<file path="src/rtl/alu_op_sequencer_if.sv">
// Request / ALU / result bundle for the ALU operation sequencer.
// The slave side is the sequencer; the master side is whoever issues
// requests, models the ALU and consumes results.
interface alu_op_sequencer_if #(
    parameter int COUNT_W = 8
);
    logic               in_valid;
    logic               in_ready;
    logic [1:0]         in_s;
    logic [3:0]         in_a;
    logic [3:0]         in_b;
    logic [1:0]         alu_s;
    logic [3:0]         alu_a;
    logic [3:0]         alu_b;
    logic [3:0]         alu_c;
    logic               alu_c0;
    logic               out_valid;
    logic               out_ready;
    logic [3:0]         out_c;
    logic               out_c0;
    logic               out_zero;
    logic [COUNT_W-1:0] op_count;

    modport slave (
        input  in_valid, in_s, in_a, in_b, alu_c, alu_c0, out_ready,
        output in_ready, alu_s, alu_a, alu_b, out_valid, out_c, out_c0,
               out_zero, op_count
    );

    modport master (
        output in_valid, in_s, in_a, in_b, alu_c, alu_c0, out_ready,
        input  in_ready, alu_s, alu_a, alu_b, out_valid, out_c, out_c0,
               out_zero, op_count
    );
endinterface

</file>
<file path="src/rtl/alu_op_sequencer.sv">
// Issue/capture sequencer wrapped around an external combinational 4-bit ALU.
// Operands are registered onto the ALU inputs on accept, the result is
// sampled SETTLE_CYCLES edges later and held on an output handshake.
module alu_op_sequencer #(
    parameter int SETTLE_CYCLES = 1,
    parameter int COUNT_W       = 8
) (
    input  logic                   clk,
    input  logic                   rst,
    alu_op_sequencer_if.slave      bus
);

    typedef enum logic [1:0] {
        ST_IDLE   = 2'd0,
        ST_SETTLE = 2'd1,
        ST_HOLD   = 2'd2
    } state_t;

    // Counter reload value: the capture edge is the one where the counter reads 0.
    localparam logic [3:0] SETTLE_LOAD = 4'(SETTLE_CYCLES - 1);

    state_t             state_q, state_d;
    logic [3:0]         cnt_q, cnt_d;
    logic [1:0]         alu_s_q, alu_s_d;
    logic [3:0]         alu_a_q, alu_a_d;
    logic [3:0]         alu_b_q, alu_b_d;
    logic [3:0]         out_c_q, out_c_d;
    logic               out_c0_q, out_c0_d;
    logic               out_zero_q, out_zero_d;
    logic [COUNT_W-1:0] op_count_q, op_count_d;

    logic ready_raw_s;
    logic capture_s;
    logic in_ready_s;
    logic accept_s;
    logic out_valid_s;
    logic consume_s;

    // Handshake qualifiers; in_ready is forced low while reset is held.
    assign in_ready_s  = ready_raw_s & ~rst;
    assign accept_s    = bus.in_valid & in_ready_s;
    assign out_valid_s = (state_q == ST_HOLD);
    assign consume_s   = out_valid_s & bus.out_ready;

    // State register.
    always_ff @(posedge clk or posedge rst) begin
        if (rst) begin
            state_q <= ST_IDLE;
        end else begin
            state_q <= state_d;
        end
    end

    // Next-state logic: a consume in HOLD may chain directly into a new op.
    always_comb begin
        state_d = state_q;
        case (state_q)
            ST_IDLE: begin
                if (accept_s) state_d = ST_SETTLE;
                else          state_d = ST_IDLE;
            end
            ST_SETTLE: begin
                if (cnt_q == 4'd0) state_d = ST_HOLD;
                else               state_d = ST_SETTLE;
            end
            ST_HOLD: begin
                if (consume_s && accept_s) state_d = ST_SETTLE;
                else if (consume_s)        state_d = ST_IDLE;
                else                       state_d = ST_HOLD;
            end
            default: state_d = ST_IDLE;
        endcase
    end

    // Per-state controls: request readiness and the result capture strobe.
    always_comb begin
        ready_raw_s = 1'b0;
        capture_s   = 1'b0;
        case (state_q)
            ST_IDLE:   ready_raw_s = 1'b1;
            ST_SETTLE: capture_s   = (cnt_q == 4'd0);
            ST_HOLD:   ready_raw_s = bus.out_ready;
            default: begin
                ready_raw_s = 1'b0;
                capture_s   = 1'b0;
            end
        endcase
    end

    // Datapath next values: operand launch, settle countdown, capture, counting.
    always_comb begin
        alu_s_d    = alu_s_q;
        alu_a_d    = alu_a_q;
        alu_b_d    = alu_b_q;
        cnt_d      = cnt_q;
        out_c_d    = out_c_q;
        out_c0_d   = out_c0_q;
        out_zero_d = out_zero_q;
        op_count_d = op_count_q;

        if (accept_s) begin
            alu_s_d = bus.in_s;
            alu_a_d = bus.in_a;
            alu_b_d = bus.in_b;
            cnt_d   = SETTLE_LOAD;
        end else if ((state_q == ST_SETTLE) && (cnt_q != 4'd0)) begin
            cnt_d = cnt_q - 4'd1;
        end else begin
            cnt_d = cnt_q;
        end

        if (capture_s) begin
            out_c_d    = bus.alu_c;
            out_c0_d   = bus.alu_c0;
            out_zero_d = (bus.alu_c == 4'h0);
        end else begin
            out_c_d    = out_c_q;
            out_c0_d   = out_c0_q;
            out_zero_d = out_zero_q;
        end

        if (consume_s) begin
            op_count_d = op_count_q + {{(COUNT_W-1){1'b0}}, 1'b1};
        end else begin
            op_count_d = op_count_q;
        end
    end

    // Datapath registers; reset discards any in-flight or unconsumed result.
    always_ff @(posedge clk or posedge rst) begin
        if (rst) begin
            alu_s_q    <= 2'd0;
            alu_a_q    <= 4'd0;
            alu_b_q    <= 4'd0;
            cnt_q      <= 4'd0;
            out_c_q    <= 4'd0;
            out_c0_q   <= 1'b0;
            out_zero_q <= 1'b0;
            op_count_q <= {COUNT_W{1'b0}};
        end else begin
            alu_s_q    <= alu_s_d;
            alu_a_q    <= alu_a_d;
            alu_b_q    <= alu_b_d;
            cnt_q      <= cnt_d;
            out_c_q    <= out_c_d;
            out_c0_q   <= out_c0_d;
            out_zero_q <= out_zero_d;
            op_count_q <= op_count_d;
        end
    end

    assign bus.in_ready  = in_ready_s;
    assign bus.alu_s     = alu_s_q;
    assign bus.alu_a     = alu_a_q;
    assign bus.alu_b     = alu_b_q;
    assign bus.out_valid = out_valid_s;
    assign bus.out_c     = out_c_q;
    assign bus.out_c0    = out_c0_q;
    assign bus.out_zero  = out_zero_q;
    assign bus.op_count  = op_count_q;

endmodule

</file>
<file path="src/flat_wrapper.sv">
// flat-port wrapper written by rule: the top's interface ports become plain ports
module alu_op_sequencer_flat 
#(
    parameter int SETTLE_CYCLES = 1,
    parameter int COUNT_W       = 8
)
  (clk, rst, bus_in_valid, bus_in_s, bus_in_a, bus_in_b, bus_alu_c, bus_alu_c0, bus_out_ready, bus_in_ready, bus_alu_s, bus_alu_a, bus_alu_b, bus_out_valid, bus_out_c, bus_out_c0, bus_out_zero, bus_op_count);
  alu_op_sequencer_if #(.COUNT_W(COUNT_W)) bus_i ();
  input  logic clk;
  input  logic rst;
  input wire logic [$bits(bus_i.in_valid)-1:0] bus_in_valid;
  input wire logic [$bits(bus_i.in_s)-1:0] bus_in_s;
  input wire logic [$bits(bus_i.in_a)-1:0] bus_in_a;
  input wire logic [$bits(bus_i.in_b)-1:0] bus_in_b;
  input wire logic [$bits(bus_i.alu_c)-1:0] bus_alu_c;
  input wire logic [$bits(bus_i.alu_c0)-1:0] bus_alu_c0;
  input wire logic [$bits(bus_i.out_ready)-1:0] bus_out_ready;
  output wire logic [$bits(bus_i.in_ready)-1:0] bus_in_ready;
  output wire logic [$bits(bus_i.alu_s)-1:0] bus_alu_s;
  output wire logic [$bits(bus_i.alu_a)-1:0] bus_alu_a;
  output wire logic [$bits(bus_i.alu_b)-1:0] bus_alu_b;
  output wire logic [$bits(bus_i.out_valid)-1:0] bus_out_valid;
  output wire logic [$bits(bus_i.out_c)-1:0] bus_out_c;
  output wire logic [$bits(bus_i.out_c0)-1:0] bus_out_c0;
  output wire logic [$bits(bus_i.out_zero)-1:0] bus_out_zero;
  output wire logic [$bits(bus_i.op_count)-1:0] bus_op_count;
  assign bus_i.in_valid = bus_in_valid;
  assign bus_i.in_s = bus_in_s;
  assign bus_i.in_a = bus_in_a;
  assign bus_i.in_b = bus_in_b;
  assign bus_i.alu_c = bus_alu_c;
  assign bus_i.alu_c0 = bus_alu_c0;
  assign bus_i.out_ready = bus_out_ready;
  assign bus_in_ready = bus_i.in_ready;
  assign bus_alu_s = bus_i.alu_s;
  assign bus_alu_a = bus_i.alu_a;
  assign bus_alu_b = bus_i.alu_b;
  assign bus_out_valid = bus_i.out_valid;
  assign bus_out_c = bus_i.out_c;
  assign bus_out_c0 = bus_i.out_c0;
  assign bus_out_zero = bus_i.out_zero;
  assign bus_op_count = bus_i.op_count;
  alu_op_sequencer #(.SETTLE_CYCLES(SETTLE_CYCLES), .COUNT_W(COUNT_W)) u_core (.clk(clk), .rst(rst), .bus(bus_i));
endmodule
</file>
<file path="config.mk">
export PLATFORM = sky130hd
export DESIGN_NAME = alu_op_sequencer_flat
export DESIGN_NICKNAME = d
export VERILOG_FILES = /design/src/rtl/alu_op_sequencer_if.sv /design/src/rtl/alu_op_sequencer.sv /design/src/flat_wrapper.sv
export SDC_FILE = /design/constraint.sdc
export NUM_CORES = 1
export LEC_CHECK = 0
export CAP_MARGIN = 20
export CORE_ASPECT_RATIO = 1.4
export CORE_MARGIN = 1.5
export CORE_UTILIZATION = 36
export DETAILED_ROUTE_END_ITERATION = 8
export PLACE_DENSITY_LB_ADDON = 0.08
export SLEW_MARGIN = 20
export SYNTH_ARGS = -nofsm -noshare
export SYNTH_HDL_FRONTEND = slang
export SYNTH_SLANG_ARGS = --single-unit
export TNS_END_PERCENT = 100
</file>
<file path="constraint.sdc">
create_clock -name clk -period 2.25 [get_ports clk]
set_input_delay 0.45 -clock clk [delete_from_list [all_inputs] [get_ports clk]]
set_output_delay 0.45 -clock clk [all_outputs]
set_load 0.02 [all_outputs]
</file>
==> implementation parameters, run 1 <==
Parameter                              Value

Outcome
  Outcome    finished, final reports clean

Synthesis
  Largest area contributor in the synthesized netlist    dfrtp_1
  Share of the synthesized area in compound gates (AO/OA/AOI/OAI)    under 10%
  Count of state elements after synthesis    30
  Area share of the largest cell type after synthesis    approximately 57%
  Count of synthesis-stage warnings from yosys    0
  FFs w/ async S/R, synth    100%
  Number of distinct library cell variants in the gate-level netlist after synthesis    28
  Area share of xor/xnor cells in the synthesized design    under 10%
  Synthesized area per cell    approximately 13 um^2
  Fraction of the mapped netlist area in adder cells    2.83%
  Number of standard cells after synthesis    around 100
  Most common flop cell mapped by yosys    dfrtp_1
  Top cells by area, synth    dfrtp_1, mux2_2, mux2_4
  Number of flops mapped to enable cells by yosys    0
  Combined area of all synthesized cells    1330 um^2
  Sequential element share of the synthesized area    56.6%
  Synthesized netlist net count    roughly 130
  Largest family of logic cells by synthesized area    multiplexers
  Multiplexer share of the synthesized area    15.0%
  Fraction of the mapped netlist area in simple logic gates    between 10 and 15%

Critical path
  Cell-by-cell listing of the critical path    nor2b_1 -> clkdlybuf4s50_1
  Startpoint of the lowest-slack register-to-register path    u_core.cnt_q[0]$_DFFE_PP0P_
  Maximum fanout count along the critical path    6
  CP startpoint kind    register
  Delay of the slowest critical-path stage    670 ps
  Slowest-stage cell, CP    clkdlybuf4s50_1
  Data arrival time of the critical path    between 1500 and 2000 ps
  Required time at the endpoint of the critical path    around 1800 ps
  Worst setup path class    register to output port
  Startpoint of the worst setup timing path    u_core.state_q[0]$_DFF_PP0_
  Type of element capturing the critical path    output port

Clocking
  Hold-fix buffer count after cts    0
  Worst-path clk slew    ~60 ps
  Number of H-tree branching levels    2
  Cell chosen for the clock root    clkbuf_8
  Clock sink count    30
  Clock tree from TritonCTS    yes
  Maximum clock insertion buffer count    2
  Later-pin clock latency in the skew report    about 280 ps
  Number of clock buffers inserted by TritonCTS    5

Drt
  1st-iter DRT viols    6
  Number of search-and-repair iterations in the first detailed-routing pass    2
  Count of nets left with antenna violations after detail routing    0
  Average detailed-routed wire length per instance    13.7 um
  Total Wirelength    ~2700 um
  DRC violation count after routing    0
  Overall via count from detail_route    986
  Routed vias/inst    4.98

Layout
  P&R area growth vs syn    45.7%
  Layout cells sized above 1    19.0%
  Antenna diode count    0
  Final core utilization    about 56%
  Post-route standard cell area excluding fillers    1930 um^2
  Final Net Count    180

Floorplanning
  Initial Util    around 39%
  Die height    about 75 um
  Area of the die    around 4000 um^2
  Horizontal die dimension    between 50 and 60 um
  Core Area    3440 um^2
  Standard-cell rows    25
  Number of primary I/O pins    45

Power
  Static Leakage    0.858 nW
  IR Drop Worst-Case VDD    about 0.76 mV
  Power after layout    about 2.6 mW
  Power per unit of standard cell area    around 1300 nW/um^2

Timing
  Worst max-slew margin expressed relative to the limit    between 60% and 70%
  Max Slew Vio Count    0
  Total count of hold-check failures in the final report    0
  Transition at the pin with the smallest max-transition slack    approximately 570 ps
  Setup violators final    0
  Maximum frequency from static timing analysis    0.465 GHz
  Fin crit share    95.6%
  Final worst-path setup slack    99.2 ps
  Total negative setup slack    0 ps
  Setup repair after global routing missed its margin    no
  Post-Route Skew    4.43 ps
  Crit path time final    about 2200 ps

Placed design
  # port buffers    44
  Pre-CTS setup slack    -98.3 ps
  Final weighted congestion of routability-driven global placement    roughly 0.72
  Final HPWL DP    between 2000 and 2500 um
  Cell area after placement    1850 um^2

Global routing
  Antenna violations before repair    0
  Global route total overflow    0
  Maximum number of pins on one net before global-route repair    19
  GRT Util Overall    approximately 16%
  Number of global-route vias before repair    approximately 1,000
  Global-route wire length before repair    between 4000 and 5000 um

Min path
  Min-Delay Path Class    register to register
  Start point of the worst hold path    u_core.bus.op_count[7]$_DFFE_PP0N_

Run
  Number of maximum-capacitance constraint violations    0
[state kept, by name, indices dropped and copies added (netlist names)]
signal and flops:
u_core.bus.out_zero 1, u_core.cnt_q 4, u_core.bus.alu_s 2, u_core.bus.out_c0 1
u_core.bus.op_count 8, u_core.bus.alu_b 4, u_core.bus.out_c 4, u_core.bus.alu_a 4
u_core.state_q 2
[path summary, 6_finish.rpt]
kind	slack, ps	depth (start not counted)	end
min	480	1	u_core.bus.op_count[7]$_DFFE_PP0N_
max	100	2	bus_out_valid
min in group asynchronous	710	3	u_core.bus.alu_a[2]$_DFFE_PP0N_
max in group asynchronous	1040	4	u_core.bus.alu_b[3]$_DFFE_PP0N_
min reg2reg	480	1	u_core.bus.op_count[7]$_DFFE_PP0N_
max reg2reg	600	5	u_core.bus.out_c[3]$_DFFE_PP0P_
[final cells by class]
cell class                      instances  area [um^2]
Clock inverter                          2         10.0
Fill cell                             330         1510
Multi-Input combinational cell         66          537
Inverter                                5         18.8
Sequential cell                        30          751
Clock buffer                            5         68.8
Timing Repair Buffer                   50          497
Tap cell                               40         50.0
[metal layers]
layer / vias up / track usage [%] / routed length (um)
met5: - / 0 / 0
met4: 0 / 7.50 / 46
met3: 6 / 6.55 / 174
met2: 32 / 24.6 / 1360
met1: 476 / 18.0 / 1130
li1: 472 / - / -
[synth_stat cells, types with 3 or more instances]
cell / number
ha_1: 3
inv_1: 5
dfrtp_1: 30
a21oi_1: 4
o21ai_0: 4
xor2_1: 5
nand3_1: 3
nor2_1: 3
mux2_2: 11
nor3_1: 4
nand2_1: 7
nor2b_1: 3
mux2_4: 5
[power breakdown]
group / internal, mW / switching (mW)
Clock: 0.207 / 0.187
Combinational: 0.672 / 0.585
Sequential: 0.769 / 0.160
Total: 1.65 / 0.931
[per-stage QoR]
step	hold slack, ps	std cells
finish	477	198
global route	510	198
CTS	486	198
detailed placement	477	191
global placement	460	191
floorplan	537	104
[repair_timing]
action / 4_1_cts / 5_1_grt
gates resized for setup: 1 / 0
setup endpoints to repair: 1 / 0
setup buffers: 0 / 0
[cell families after synthesis]
logic type,count (synthesis)
flip-flops,30
adder cells (fa/ha/maj),3
AND/OR/NAND/NOR,28
XOR/XNOR,7
buffers and inverters,8
multiplexers,16
AO/OA/AOI/OAI,12
[critical path: cells and delay by family (launching register included)]
| family | cells | cell delay (ps) |
|---|---|---|
| buffers and inverters | 1 | 670 |
| flip-flops | 1 | 450 |
| AND/OR/NAND/NOR | 1 | 310 |
[layout by cell type (no fill, tap or decap), types with 4 or more instances in the layout]
master and count:
mux2_2 11, inv_1 5, dfrtp_1 30, xor2_1 5, clkdlybuf4s50_1 43, a21oi_1 4
buf_4 5, mux2_4 5, clkbuf_8 5, nand2_1 7, nor3_1 4, o21ai_0 4
No activity file was read; power rests on OpenSTA's default activity.
==> run 2, diff against run 1 <==
SLEW_MARGIN = 15   (was 20)
clock period = 2.2 ns   (was 2.25 ns; I/O delays follow)
==> implementation parameters, run 2 (synthesis results as in run 1) <==
Parameter                              Value

Outcome
  Outcome    finished, final reports clean

Critical path
  Maximum fanout count along the critical path    6
  Data arrival time of the critical path    1590 ps
  Worst setup path class    register to output port
  Required time at the endpoint of the critical path    between 1500 and 2000 ps
  Type of element capturing the critical path    output port
  CP startpoint kind    register

Clocking
  Later-pin clock latency in the skew report    between 200 and 300 ps
  Clock sink count    30
  Cell chosen for the clock root    clkbuf_8
  Number of clock buffers inserted by TritonCTS    5
  Worst-path clk slew    around 60 ps
  Hold-fix buffer count after cts    0
  Maximum clock insertion buffer count    2
  Number of H-tree branching levels    2
  Clock tree from TritonCTS    yes

Power
  Clock Power Share    between 10% and 20%
  Power after layout    2.64 mW
  Relative contribution of sequential cells to total power    36.1%
  Static Leakage    approximately 0.86 nW
  IR Drop Worst-Case VDD    ~0.67 mV
  Power per unit of standard cell area    between 1000 and 1500 nW/um^2
  Switching share of power    36.1%
  P_int    roughly 1.7 mW
  Combinational share of power    around half
  Psw    around 950 uW

Floorplanning
  Initial Util    between 30% and 40%
  Core Area    around 3400 um^2
  Number of primary I/O pins    45
  Standard-cell rows    25
  Horizontal die dimension    between 50 and 60 um
  Die height    around 75 um
  Area of the die    around 4100 um^2

Global routing
  Maximum number of pins on one net before global-route repair    19
  Number of global-route vias before repair    ~1,100
  Global route total overflow    0
  Global-route wire length before repair    about 4600 um
  GRT Util Overall    16.0%
  Antenna violations before repair    0

Placed design
  Final HPWL DP    between 2000 and 2500 um
  # port buffers    44
  Final weighted congestion of routability-driven global placement    0.682

Drt
  Number of search-and-repair iterations in the first detailed-routing pass    4
  Average detailed-routed wire length per instance    around 14 um
  Count of nets left with antenna violations after detail routing    0
  1st-iter DRT viols    8
  Total Wirelength    2750 um
  Routed vias/inst    about 4.9
  Overall via count from detail_route    between 900 and 1,000
  DRC violation count after routing    0

Timing
  Setup repair after global routing missed its margin    no
  Total count of hold-check failures in the final report    0
  Post-Route Skew    4.47 ps
  Final hold slack    approximately 490 ps
  Maximum frequency from static timing analysis    between 0.4 and 0.5 GHz
  Max Slew Vio Count    0
  Crit path time final    around 2000 ps
  Setup violators final    0
  Worst max-slew margin expressed relative to the limit    63.6%
  Transition at the pin with the smallest max-transition slack    545 ps
  Fin crit share    between 90 and 100%

Layout
  Layout cells sized above 1    between 10% and 20%
  Flip-flop count of the largest register, all copies and words added    8
  Final Net Count    between 150 and 200
  Most common cell after layout, fill and taps aside    clkdlybuf4s50_1
  P&R area growth vs syn    45.8%
  Antenna diode count    0
  Commonest cells after routing, fill and taps aside    clkdlybuf4s50_1, dfrtp_1, mux2_2, nand2_1

Run
  Number of maximum-capacitance constraint violations    0

Min path
  Min-Delay Path Class    register to register
-- run 2: cell counts in the layout (fill, tap and decap cells not counted) --
Identical to the previous run, type by type.
-- run 2: final cells by class --
cell class / instances / area (um^2)
fillers: 322 / 1510
flip-flops and latches: 30 / 751
multi-input cells: 66 / 539
repair buffers: 50 / 497
clock buffers: 5 / 68.8
well taps: 40 / 50.0
inverters: 5 / 18.8
clock inverters: 2 / 10.0
-- run 2: critical path: stages (launching register included) --
cell and delay (ps):
dfrtp_1 460, nor2b_2 220, clkdlybuf4s50_1 640
-- run 2: power groups by stage --
stage / Sequential, mW / Combinational (mW) / Clock, mW
after floorplan: 1.16 / 0.531 / 0
after global placement: 0.948 / 1.28 / 0
after detailed placement: 0.964 / 1.30 / 0
after CTS: 0.955 / 1.31 / 0.412
after global routing: 0.990 / 1.39 / 0.443
final: 0.953 / 1.29 / 0.396
-- run 2: what timing repair did --
item                       CTS  global route
pin swaps                    0             0
resized for setup            1             1
cloned                       0             0
buffers inserted             0             0
setup endpoints to repair    1             1
-- run 2: worst paths after layout --
| path | to | cells after the start | slack [ps] | startpoint |
|---|---|---|---|---|
| setup / recovery | bus_out_valid | 2 | 170 | u_core.state_q[0]$_DFF_PP0_ |
| hold / removal | u_core.bus.op_count[7]$_DFFE_PP0N_ | 1 | 490 | u_core.bus.op_count[7]$_DFFE_PP0N_ |
| setup reg to reg | u_core.bus.out_c[3]$_DFFE_PP0P_ | 5 | 570 | u_core.cnt_q[0]$_DFFE_PP0P_ |
| hold reg to reg | u_core.bus.op_count[7]$_DFFE_PP0N_ | 1 | 490 | u_core.bus.op_count[7]$_DFFE_PP0N_ |
| max in group asynchronous | u_core.cnt_q[2]$_DFFE_PP0P_ | 4 | 1000 | rst |
| min in group asynchronous | u_core.bus.alu_a[2]$_DFFE_PP0N_ | 3 | 710 | rst |
-- run 2: metal layers --
metal / track usage [%] / vias up / wire (um)
li1: - / 471 / -
met1: 18.3 / 470 / 1140
met2: 27.0 / 31 / 1410
met3: 5.16 / 5 / 165
met4: 6.67 / 0 / 38
met5: 0 / - / 0
-- run 2: through the flow --
stage          utilization [%]  setup TNS [ps]  setup slack [ps]  instance area, um^2  instances
2_1_floorplan                -               0               675                 1330        104
3_3_place_gp              53.9           -91.1             -91.1                 1850        191
3_5_place_dp              53.9            -105              -105                 1850        191
4_1_cts                   56.1               0              60.0                 1930        198
5_1_grt                   56.2               0              89.1                 1930        198
6_report                  56.2               0               175                 1930        198
